### src/rtl/mem_arbiter_pkg.sv
// mem_arb_pkg: shared FSM state type, requester owner encoding and the
// line-offset width helper used by the mem_arbiter slice.
package mem_arb_pkg;

    typedef enum logic [1:0] {
        IDLE  = 2'd0,
        ISSUE = 2'd1,
        WAIT  = 2'd2
    } state_t;

    typedef enum logic {
        OWN_I = 1'b0,
        OWN_D = 1'b1
    } owner_t;

    localparam int unsigned LINE_BITS_DEF = 128;
    localparam int unsigned ADDR_W_DEF    = 32;

    // Number of byte-offset bits inside one cache line.
    function automatic int unsigned offset_width(input int unsigned line_bits);
        return $clog2(line_bits / 8);
    endfunction

endpackage

### src/rtl/mem_arbiter_if.sv
// mem_arbiter_if: requester and memory-side bus of the I/D memory arbiter.
// Modport master is the arbiter's view (serves both caches, drives the
// memory command); modport slave is the surrounding caches + memory.
interface mem_arbiter_if #(
    parameter int unsigned LINE_BITS = 128,
    parameter int unsigned ADDR_W    = 32
);
    logic                 i_req_valid;
    logic [ADDR_W-1:0]    i_req_addr;
    logic                 i_req_ready;
    logic                 i_resp_valid;
    logic [LINE_BITS-1:0] i_resp_data;

    logic                 d_req_valid;
    logic                 d_req_write;
    logic [ADDR_W-1:0]    d_req_addr;
    logic [LINE_BITS-1:0] d_req_wdata;
    logic                 d_req_ready;
    logic                 d_resp_valid;
    logic [LINE_BITS-1:0] d_resp_data;

    logic                 mem_req_valid;
    logic                 mem_req_write;
    logic [ADDR_W-1:0]    mem_req_addr;
    logic [LINE_BITS-1:0] mem_req_wdata;
    logic                 mem_req_ready;
    logic                 mem_resp_valid;
    logic [LINE_BITS-1:0] mem_resp_data;

    modport master (
        input  i_req_valid, i_req_addr,
        output i_req_ready, i_resp_valid, i_resp_data,
        input  d_req_valid, d_req_write, d_req_addr, d_req_wdata,
        output d_req_ready, d_resp_valid, d_resp_data,
        output mem_req_valid, mem_req_write, mem_req_addr, mem_req_wdata,
        input  mem_req_ready, mem_resp_valid, mem_resp_data
    );

    modport slave (
        output i_req_valid, i_req_addr,
        input  i_req_ready, i_resp_valid, i_resp_data,
        output d_req_valid, d_req_write, d_req_addr, d_req_wdata,
        input  d_req_ready, d_resp_valid, d_resp_data,
        input  mem_req_valid, mem_req_write, mem_req_addr, mem_req_wdata,
        output mem_req_ready, mem_resp_valid, mem_resp_data
    );

endinterface

### src/rtl/mem_arbiter_rr_arbiter2.sv
// rr_arbiter2: two-way round-robin pick between the I and D requesters.
// The grant is combinational; the last-grant pointer updates on accept and
// resets to I so that D wins the first tie.
module rr_arbiter2
    import mem_arb_pkg::*;
(
    input  logic       clk,
    input  logic       reset,
    input  logic [1:0] req,
    input  logic       accept,
    output logic [1:0] gnt
);

    owner_t last_q, last_d;

    // Lone requester wins; on a tie the side not granted last time wins.
    always_comb begin
        gnt = '0;
        if (req[OWN_I] && req[OWN_D]) begin
            if (last_q == OWN_I) gnt[OWN_D] = 1'b1;
            else                 gnt[OWN_I] = 1'b1;
        end else begin
            gnt = req;
        end
    end

    // Remember who was granted when a transfer actually happens.
    always_comb begin
        last_d = last_q;
        if (accept) last_d = gnt[OWN_D] ? OWN_D : OWN_I;
    end

    // Last-grant pointer register.
    always_ff @(posedge clk or negedge reset) begin
        if (!reset) last_q <= OWN_I;
        else        last_q <= last_d;
    end

endmodule

### src/rtl/mem_arbiter.sv
// mem_arbiter: shares one line-wide memory port between the I-cache and the
// D-cache. One transaction outstanding, round-robin on ties, responses routed
// back to the owner as a one-cycle pulse.
// Optional statistics counters are built when MEM_ARB_STATS_EN is defined;
// otherwise the counter ports are tied to zero.
module mem_arbiter
    import mem_arb_pkg::*;
#(
    parameter int unsigned LINE_BITS = LINE_BITS_DEF,
    parameter int unsigned ADDR_W    = ADDR_W_DEF
) (
    input  logic          clk,
    input  logic          reset,
    mem_arbiter_if.master bus,
    output logic [31:0]   i_grant_num,
    output logic [31:0]   d_grant_num,
    output logic [31:0]   wait_cycles
);

    localparam int unsigned       OFF_W     = offset_width(LINE_BITS);
    localparam logic [ADDR_W-1:0] ADDR_MASK = {ADDR_W{1'b1}} << OFF_W;

    state_t               state_q, state_d;
    owner_t               own_q, own_d;
    logic                 wr_q, wr_d;
    logic [ADDR_W-1:0]    addr_q, addr_d;
    logic [LINE_BITS-1:0] wdata_q, wdata_d;
    logic                 i_rv_q, i_rv_d, d_rv_q, d_rv_d;
    logic [LINE_BITS-1:0] i_rd_q, i_rd_d, d_rd_q, d_rd_d;

    logic [1:0] req, gnt;
    logic       idle, i_ready, d_ready, i_fire, d_fire, accept;

    assign req = {bus.d_req_valid, bus.i_req_valid};

    rr_arbiter2 u_rr (
        .clk    (clk),
        .reset  (reset),
        .req    (req),
        .accept (accept),
        .gnt    (gnt)
    );

    // Readies are masked by reset so nothing is offered while held in reset.
    assign idle    = (state_q == IDLE) && reset;
    assign i_ready = idle && gnt[OWN_I];
    assign d_ready = idle && gnt[OWN_D];
    assign i_fire  = i_ready && bus.i_req_valid;
    assign d_fire  = d_ready && bus.d_req_valid;
    assign accept  = i_fire || d_fire;

    assign bus.i_req_ready   = i_ready;
    assign bus.d_req_ready   = d_ready;
    assign bus.mem_req_valid = (state_q == ISSUE);
    assign bus.mem_req_write = wr_q;
    assign bus.mem_req_addr  = addr_q;
    assign bus.mem_req_wdata = wdata_q;
    assign bus.i_resp_valid  = i_rv_q;
    assign bus.i_resp_data   = i_rd_q;
    assign bus.d_resp_valid  = d_rv_q;
    assign bus.d_resp_data   = d_rd_q;

    // Next-state, command latch and response routing.
    always_comb begin
        state_d = state_q;
        own_d   = own_q;
        wr_d    = wr_q;
        addr_d  = addr_q;
        wdata_d = wdata_q;
        i_rv_d  = 1'b0;
        d_rv_d  = 1'b0;
        i_rd_d  = i_rd_q;
        d_rd_d  = d_rd_q;
        unique case (state_q)
            IDLE: begin
                if (d_fire) begin
                    own_d   = OWN_D;
                    wr_d    = bus.d_req_write;
                    addr_d  = bus.d_req_addr & ADDR_MASK;
                    wdata_d = bus.d_req_wdata;
                    state_d = ISSUE;
                end else if (i_fire) begin
                    own_d   = OWN_I;
                    wr_d    = 1'b0;
                    addr_d  = bus.i_req_addr & ADDR_MASK;
                    wdata_d = '0;
                    state_d = ISSUE;
                end
            end
            ISSUE: begin
                if (bus.mem_req_ready) state_d = WAIT;
            end
            WAIT: begin
                if (bus.mem_resp_valid) begin
                    if (own_q == OWN_I) begin
                        i_rv_d = 1'b1;
                        i_rd_d = bus.mem_resp_data;
                    end else begin
                        d_rv_d = 1'b1;
                        d_rd_d = wr_q ? '0 : bus.mem_resp_data;
                    end
                    state_d = IDLE;
                end
            end
            default: state_d = IDLE;
        endcase
    end

    // State, latched command and registered responses.
    always_ff @(posedge clk or negedge reset) begin
        if (!reset) begin
            state_q <= IDLE;
            own_q   <= OWN_I;
            wr_q    <= 1'b0;
            addr_q  <= '0;
            wdata_q <= '0;
            i_rv_q  <= 1'b0;
            d_rv_q  <= 1'b0;
            i_rd_q  <= '0;
            d_rd_q  <= '0;
        end else begin
            state_q <= state_d;
            own_q   <= own_d;
            wr_q    <= wr_d;
            addr_q  <= addr_d;
            wdata_q <= wdata_d;
            i_rv_q  <= i_rv_d;
            d_rv_q  <= d_rv_d;
            i_rd_q  <= i_rd_d;
            d_rd_q  <= d_rd_d;
        end
    end

`ifdef MEM_ARB_STATS_EN
    logic [31:0] i_grant_q, i_grant_d, d_grant_q, d_grant_d, wait_q, wait_d;
    logic        stall;

    assign stall = (bus.i_req_valid && !i_ready) || (bus.d_req_valid && !d_ready);

    // Saturating grant and contention counters.
    always_comb begin
        i_grant_d = i_grant_q;
        d_grant_d = d_grant_q;
        wait_d    = wait_q;
        if (i_fire && (i_grant_q != '1)) i_grant_d = i_grant_q + 32'd1;
        if (d_fire && (d_grant_q != '1)) d_grant_d = d_grant_q + 32'd1;
        if (stall  && (wait_q    != '1)) wait_d    = wait_q + 32'd1;
    end

    // Counter registers.
    always_ff @(posedge clk or negedge reset) begin
        if (!reset) begin
            i_grant_q <= '0;
            d_grant_q <= '0;
            wait_q    <= '0;
        end else begin
            i_grant_q <= i_grant_d;
            d_grant_q <= d_grant_d;
            wait_q    <= wait_d;
        end
    end

    assign i_grant_num = i_grant_q;
    assign d_grant_num = d_grant_q;
    assign wait_cycles = wait_q;
`else
    assign i_grant_num = '0;
    assign d_grant_num = '0;
    assign wait_cycles = '0;
`endif

endmodule

### src/flat_wrapper.sv
// flat-port wrapper written by rule: the top's interface ports become plain ports
module mem_arbiter_flat import mem_arb_pkg::*;
#(
    parameter int unsigned LINE_BITS = LINE_BITS_DEF,
    parameter int unsigned ADDR_W    = ADDR_W_DEF
)
  (clk, reset, i_grant_num, d_grant_num, wait_cycles, bus_i_req_valid, bus_i_req_addr, bus_i_req_ready, bus_i_resp_valid, bus_i_resp_data, bus_d_req_valid, bus_d_req_write, bus_d_req_addr, bus_d_req_wdata, bus_d_req_ready, bus_d_resp_valid, bus_d_resp_data, bus_mem_req_valid, bus_mem_req_write, bus_mem_req_addr, bus_mem_req_wdata, bus_mem_req_ready, bus_mem_resp_valid, bus_mem_resp_data);
  mem_arbiter_if #(.LINE_BITS(LINE_BITS), .ADDR_W(ADDR_W)) bus_i ();
  input  logic clk;
  input  logic reset;
  output logic [31:0] i_grant_num;
  output logic [31:0] d_grant_num;
  output logic [31:0] wait_cycles;
  input wire logic [$bits(bus_i.i_req_valid)-1:0] bus_i_req_valid;
  input wire logic [$bits(bus_i.i_req_addr)-1:0] bus_i_req_addr;
  output wire logic [$bits(bus_i.i_req_ready)-1:0] bus_i_req_ready;
  output wire logic [$bits(bus_i.i_resp_valid)-1:0] bus_i_resp_valid;
  output wire logic [$bits(bus_i.i_resp_data)-1:0] bus_i_resp_data;
  input wire logic [$bits(bus_i.d_req_valid)-1:0] bus_d_req_valid;
  input wire logic [$bits(bus_i.d_req_write)-1:0] bus_d_req_write;
  input wire logic [$bits(bus_i.d_req_addr)-1:0] bus_d_req_addr;
  input wire logic [$bits(bus_i.d_req_wdata)-1:0] bus_d_req_wdata;
  output wire logic [$bits(bus_i.d_req_ready)-1:0] bus_d_req_ready;
  output wire logic [$bits(bus_i.d_resp_valid)-1:0] bus_d_resp_valid;
  output wire logic [$bits(bus_i.d_resp_data)-1:0] bus_d_resp_data;
  output wire logic [$bits(bus_i.mem_req_valid)-1:0] bus_mem_req_valid;
  output wire logic [$bits(bus_i.mem_req_write)-1:0] bus_mem_req_write;
  output wire logic [$bits(bus_i.mem_req_addr)-1:0] bus_mem_req_addr;
  output wire logic [$bits(bus_i.mem_req_wdata)-1:0] bus_mem_req_wdata;
  input wire logic [$bits(bus_i.mem_req_ready)-1:0] bus_mem_req_ready;
  input wire logic [$bits(bus_i.mem_resp_valid)-1:0] bus_mem_resp_valid;
  input wire logic [$bits(bus_i.mem_resp_data)-1:0] bus_mem_resp_data;
  assign bus_i.i_req_valid = bus_i_req_valid;
  assign bus_i.i_req_addr = bus_i_req_addr;
  assign bus_i_req_ready = bus_i.i_req_ready;
  assign bus_i_resp_valid = bus_i.i_resp_valid;
  assign bus_i_resp_data = bus_i.i_resp_data;
  assign bus_i.d_req_valid = bus_d_req_valid;
  assign bus_i.d_req_write = bus_d_req_write;
  assign bus_i.d_req_addr = bus_d_req_addr;
  assign bus_i.d_req_wdata = bus_d_req_wdata;
  assign bus_d_req_ready = bus_i.d_req_ready;
  assign bus_d_resp_valid = bus_i.d_resp_valid;
  assign bus_d_resp_data = bus_i.d_resp_data;
  assign bus_mem_req_valid = bus_i.mem_req_valid;
  assign bus_mem_req_write = bus_i.mem_req_write;
  assign bus_mem_req_addr = bus_i.mem_req_addr;
  assign bus_mem_req_wdata = bus_i.mem_req_wdata;
  assign bus_i.mem_req_ready = bus_mem_req_ready;
  assign bus_i.mem_resp_valid = bus_mem_resp_valid;
  assign bus_i.mem_resp_data = bus_mem_resp_data;
  mem_arbiter #(.LINE_BITS(LINE_BITS), .ADDR_W(ADDR_W)) u_core (.clk(clk), .reset(reset), .bus(bus_i), .i_grant_num(i_grant_num), .d_grant_num(d_grant_num), .wait_cycles(wait_cycles));
endmodule
### config.mk
export PLATFORM = sky130hd
export DESIGN_NAME = mem_arbiter_flat
export DESIGN_NICKNAME = d
export VERILOG_FILES = /design/src/rtl/mem_arbiter_pkg.sv /design/src/rtl/mem_arbiter_if.sv /design/src/rtl/mem_arbiter_rr_arbiter2.sv /design/src/rtl/mem_arbiter.sv /design/src/flat_wrapper.sv
export SDC_FILE = /design/constraint.sdc
export NUM_CORES = 1
export LEC_CHECK = 0
export BUFFER_PORTS_ARGS = -buffer_cell sky130_fd_sc_hd__buf_2
export CORE_AREA = 2 2 324 326
export DETAILED_ROUTE_END_ITERATION = 10
export DIE_AREA = 0 0 326 328
export PLACE_DENSITY = 0.37
export SYNTH_ARGS = -nofsm -noshare
export SYNTH_HDL_FRONTEND = slang
export SYNTH_SLANG_ARGS = --single-unit
### constraint.sdc
create_clock -name clk -period 3.16 [get_ports clk]
set_input_delay 0.632 -clock clk [delete_from_list [all_inputs] [get_ports clk]]
set_output_delay 0.632 -clock clk [all_outputs]
set_load 0.02 [all_outputs]
==> flow_summary.rst <==
.. list-table::
   :header-rows: 1

   * - Metric
     - Value
   * - Status
     - completed
   * - Critical Path End Type
     - output port
   * - Overall die width
     - 326 µm
   * - Finished Core Util
     - 23.2%
   * - Warning count from the yosys run
     - 0
   * - Share of synthesized flip-flops with an asynchronous set or reset
     - 100%
   * - Synth top cells by count
     - sky130_fd_sc_hd__dfrtp_1 (419), sky130_fd_sc_hd__o21ai_0 (155), sky130_fd_sc_hd__a22o_1 (130)
   * - Tmin final
     - 2880 ps
   * - R2r setup slk
     - 790 ps
   * - Proportion of netlist area held by the largest area contributor
     - 61.8%
   * - DP Cell Count
     - 3444
   * - Reg-to-reg endpoint
     - u_core.bus.mem_req_wdata[86]
   * - Number of buffers inserted by hold repair at cts
     - 0
   * - CP startpoint kind
     - flop
   * - Clock Path Buffers
     - 3
   * - Compound-gate portion of the synthesized area
     - 13.5%
   * - Setup repair after global routing missed its margin
     - false
   * - Register bit count reported by yosys
     - 419
   * - Count of cells along the worst register-to-register path
     - 5
   * - Starting DRT DRC Count
     - 618
   * - Worst hold path type
     - in -> async
   * - TritonCTS Buffers
     - 53
   * - Sum of negative setup slack
     - 0 ps
   * - Data required time of the critical path
     - 2530 ps
   * - Post-layout net count
     - 2446
   * - Power per cell area
     - 1080 nW/µm²
   * - Final count of pins violating max slew
     - 0
   * - Met1 routing resource usage after global routing
     - 12.7%
   * - Hold WS
     - 66.7 ps
   * - Die Y-Extent
     - 328 µm
   * - Cell types with the largest area share after synthesis
     - sky130_fd_sc_hd__dfrtp_1 (62%), sky130_fd_sc_hd__mux2_2 (8.5%), sky130_fd_sc_hd__a22o_1 (6.7%), sky130_fd_sc_hd__buf_4 (4.9%), sky130_fd_sc_hd__nand2b_1 (4.8%)
   * - Routability-driven placement congestion ratio
     - 0.796
   * - Flip-flop cell with the highest count after synthesis
     - sky130_fd_sc_hd__dfrtp_1
   * - Detailed-route via count
     - 13200
   * - Detail Route Antenna Nets
     - 0
   * - Worst slew slack as a fraction of its limit
     - 18.7%
   * - Die Footprint
     - 107000 µm²
   * - Xor and xnor fraction of the mapped netlist area
     - 0%
   * - Register area share after synthesis
     - 61.8%
   * - Number of flops mapped to enable cells by yosys
     - 0
   * - Met2 routing resource usage after global routing
     - 19.8%
   * - Proportion of synthesized area in mux cells
     - 8.49%
   * - Number of resized instances in the post-cts repair step
     - 0
   * - Clock root buffer
     - sky130_fd_sc_hd__clkbuf_16
   * - Met3 usage in global routing
     - 4.03%
   * - Initial DRT Pass Iterations
     - 4
   * - Largest vdd supply drop
     - 0.623 mV
   * - Core box area
     - 103000 µm²
   * - Static leakage
     - 12.0 nW
   * - Worst reg2reg path startpoint
     - u_core.state_q[1]
   * - Wire length of the first global-routing pass
     - 91500 µm
   * - H-tree depth
     - 2
   * - Routed vias/inst
     - 3.73
   * - Crit Path Class
     - reg -> out
   * - Most Crowded Layer GR
     - met2
   * - TritonCTS clock tree
     - done
   * - Final setup viols
     - 0
   * - Global-route congestion overflow total
     - 0
   * - Count of buffers added by post-CTS timing repair for setup
     - 0
   * - Highest achievable clock rate
     - 0.348 GHz
   * - I/O pin total
     - 845
   * - Drt drc
     - 0
   * - Reg clk slew, reported paths
     - 60 ps
   * - Number of clock sinks seen by CTS
     - 419
   * - Number of I/O port buffers
     - 736
   * - Total half-perimeter wirelength after legalization and detailed placement
     - 46300 µm
   * - Crit share post-route
     - 91.0%
   * - Proportion of layout cells with a drive suffix above 1
     - 46.0%
   * - Worst-skew pair later-pin latency
     - 610 ps
   * - Final instance count without filler cells
     - 3552
   * - Area delta synth->final
     - 40.9%
   * - Starting density of the core
     - 16.4%
   * - Antenna violations before repair
     - 18
   * - Distinct cells, synth
     - 26
   * - Synth Area in Simple Gates
     - 8.84%
   * - Number of max-cap violations
     - 0
   * - Filler Cells Inserted
     - 11300
   * - Data arrival time of the worst path
     - 2240 ps
   * - Final wirelength
     - 63300 µm
   * - Dominant combinational cell family by area after synthesis
     - compound AO/OA/AOI/OAI gates
   * - Std cell rows
     - 118
   * - Global-route usage over all layers
     - 11.3%
   * - Avg Cell Area, Syn
     - 12.1 µm²
   * - Worst clock skew on the final layout
     - 13.7 ps
   * - Hold Vio Cnt, Final
     - 0
   * - Maximum net fanout on the critical path
     - 17
   * - Pin count of the biggest net entering global routing
     - 162
   * - Routed wirelength normalized by instance count
     - 17.8 µm
   * - Post-synth top area cell
     - sky130_fd_sc_hd__dfrtp_1
   * - Netlist area before placement
     - 17000 µm²
   * - Transition at the pin with the smallest max-transition slack
     - 1220 ps
   * - Number of global-route vias before repair
     - 13600
   * - Most repeated cell in the gate-level netlist after synthesis
     - sky130_fd_sc_hd__dfrtp_1
   * - Cell count after synthesis
     - 1399
   * - Area share of fa/ha/maj cells after synthesis
     - 0%
## power by group
part	internal [mW]	leakage, nW	switching (mW)
clock network	3.99	0.928	2.49
logic	3.77	5.81	6.48
registers	7.75	5.30	1.35
total	15.5	12.0	10.3
## worst max path at each step
stage	end	startpoint	slack (ps)
2_1_floorplan	bus_i_req_ready	reset	870
3_3_place_gp	u_core.bus.mem_req_wdata[81]	reset	620
3_5_place_dp	u_core.bus.mem_req_wdata[86]	reset	590
4_1_cts	bus_d_req_ready	u_core.state_q[1]	190
5_1_grt	bus_d_req_ready	u_core.state_q[1]	170
6_report	bus_d_req_ready	u_core.state_q[1]	280
## per-layer routing
| metal | routed length (µm) | vias up |
|---|---|---|
| li1 | - | 6111 |
| met1 | 23800 | 6455 |
| met4 | 2000 | 12 |
| met2 | 32100 | 557 |
| met5 | 77 | - |
| met3 | 5290 | 108 |
## flip-flops by register name (all words and copies together), names as in the netlist
signal and cells:
u_core.bus.d_resp_valid 1, u_core.bus.mem_req_write 1, u_core.own_q 1, u_core.bus.d_resp_data 128, u_core.bus.mem_req_addr 28, u_core.bus.i_resp_valid 1
u_core.state_q 2, u_core.bus.i_resp_data 128, u_core.u_rr.last_q 1, u_core.bus.mem_req_wdata 128
## cell usage in the layout (no fill, tap or decap), types with 29 or more instances in the layout
| cell type | n |
|---|---|
| sky130_fd_sc_hd__buf_2 | 735 |
| sky130_fd_sc_hd__dfrtp_1 | 418 |
| sky130_fd_sc_hd__o21ai_0 | 155 |
| sky130_fd_sc_hd__a22o_1 | 130 |
| sky130_fd_sc_hd__nand2b_1 | 129 |
| sky130_fd_sc_hd__nand2_1 | 128 |
| sky130_fd_sc_hd__mux2_2 | 128 |
| sky130_fd_sc_hd__conb_1 | 100 |
| sky130_fd_sc_hd__clkbuf_16 | 55 |
| sky130_fd_sc_hd__a21oi_1 | 29 |
| sky130_fd_sc_hd__a31oi_1 | 29 |
## stage by stage
step                      instance area [µm²]  worst slack [ps]  power (mW)
after floorplan                         17300               867        15.2
after global placement                  22000               620        19.6
after detailed placement                22000               590        19.7
after CTS                               23900               192        26.4
after global routing                    23900               166        27.4
final                                   23900               284        25.8
## worst max-delay path, cell delays in order (launching register included)
cell and delay [ps]:
sky130_fd_sc_hd__dfrtp_1 460, sky130_fd_sc_hd__or3b_1 720, sky130_fd_sc_hd__nor2_4 250, sky130_fd_sc_hd__buf_2 200
## cells by family (layout without fill, tap and decap cells)
group                  Yosys count  count (layout)
AOI/OAI and AO/OA              349             349
DFF                            419             419
muxes                          128             128
buffers and inverters          207             872
other                            1             109
and+or+nand+nor                295             295
## area by class of cell
class	count	area, µm²	area share [%]
inverters	3	11.3	0.0471
multi-input cells	872	5620	23.5
diodes	9	22.5	0.0942
flip-flops and latches	419	10500	43.9
clock inverters	25	322	1.35
clock buffers	74	1550	6.47
well taps	1380	1730	7.22
repair buffers	770	4160	17.4
Note: power is estimated with default switching activity, not from simulation.
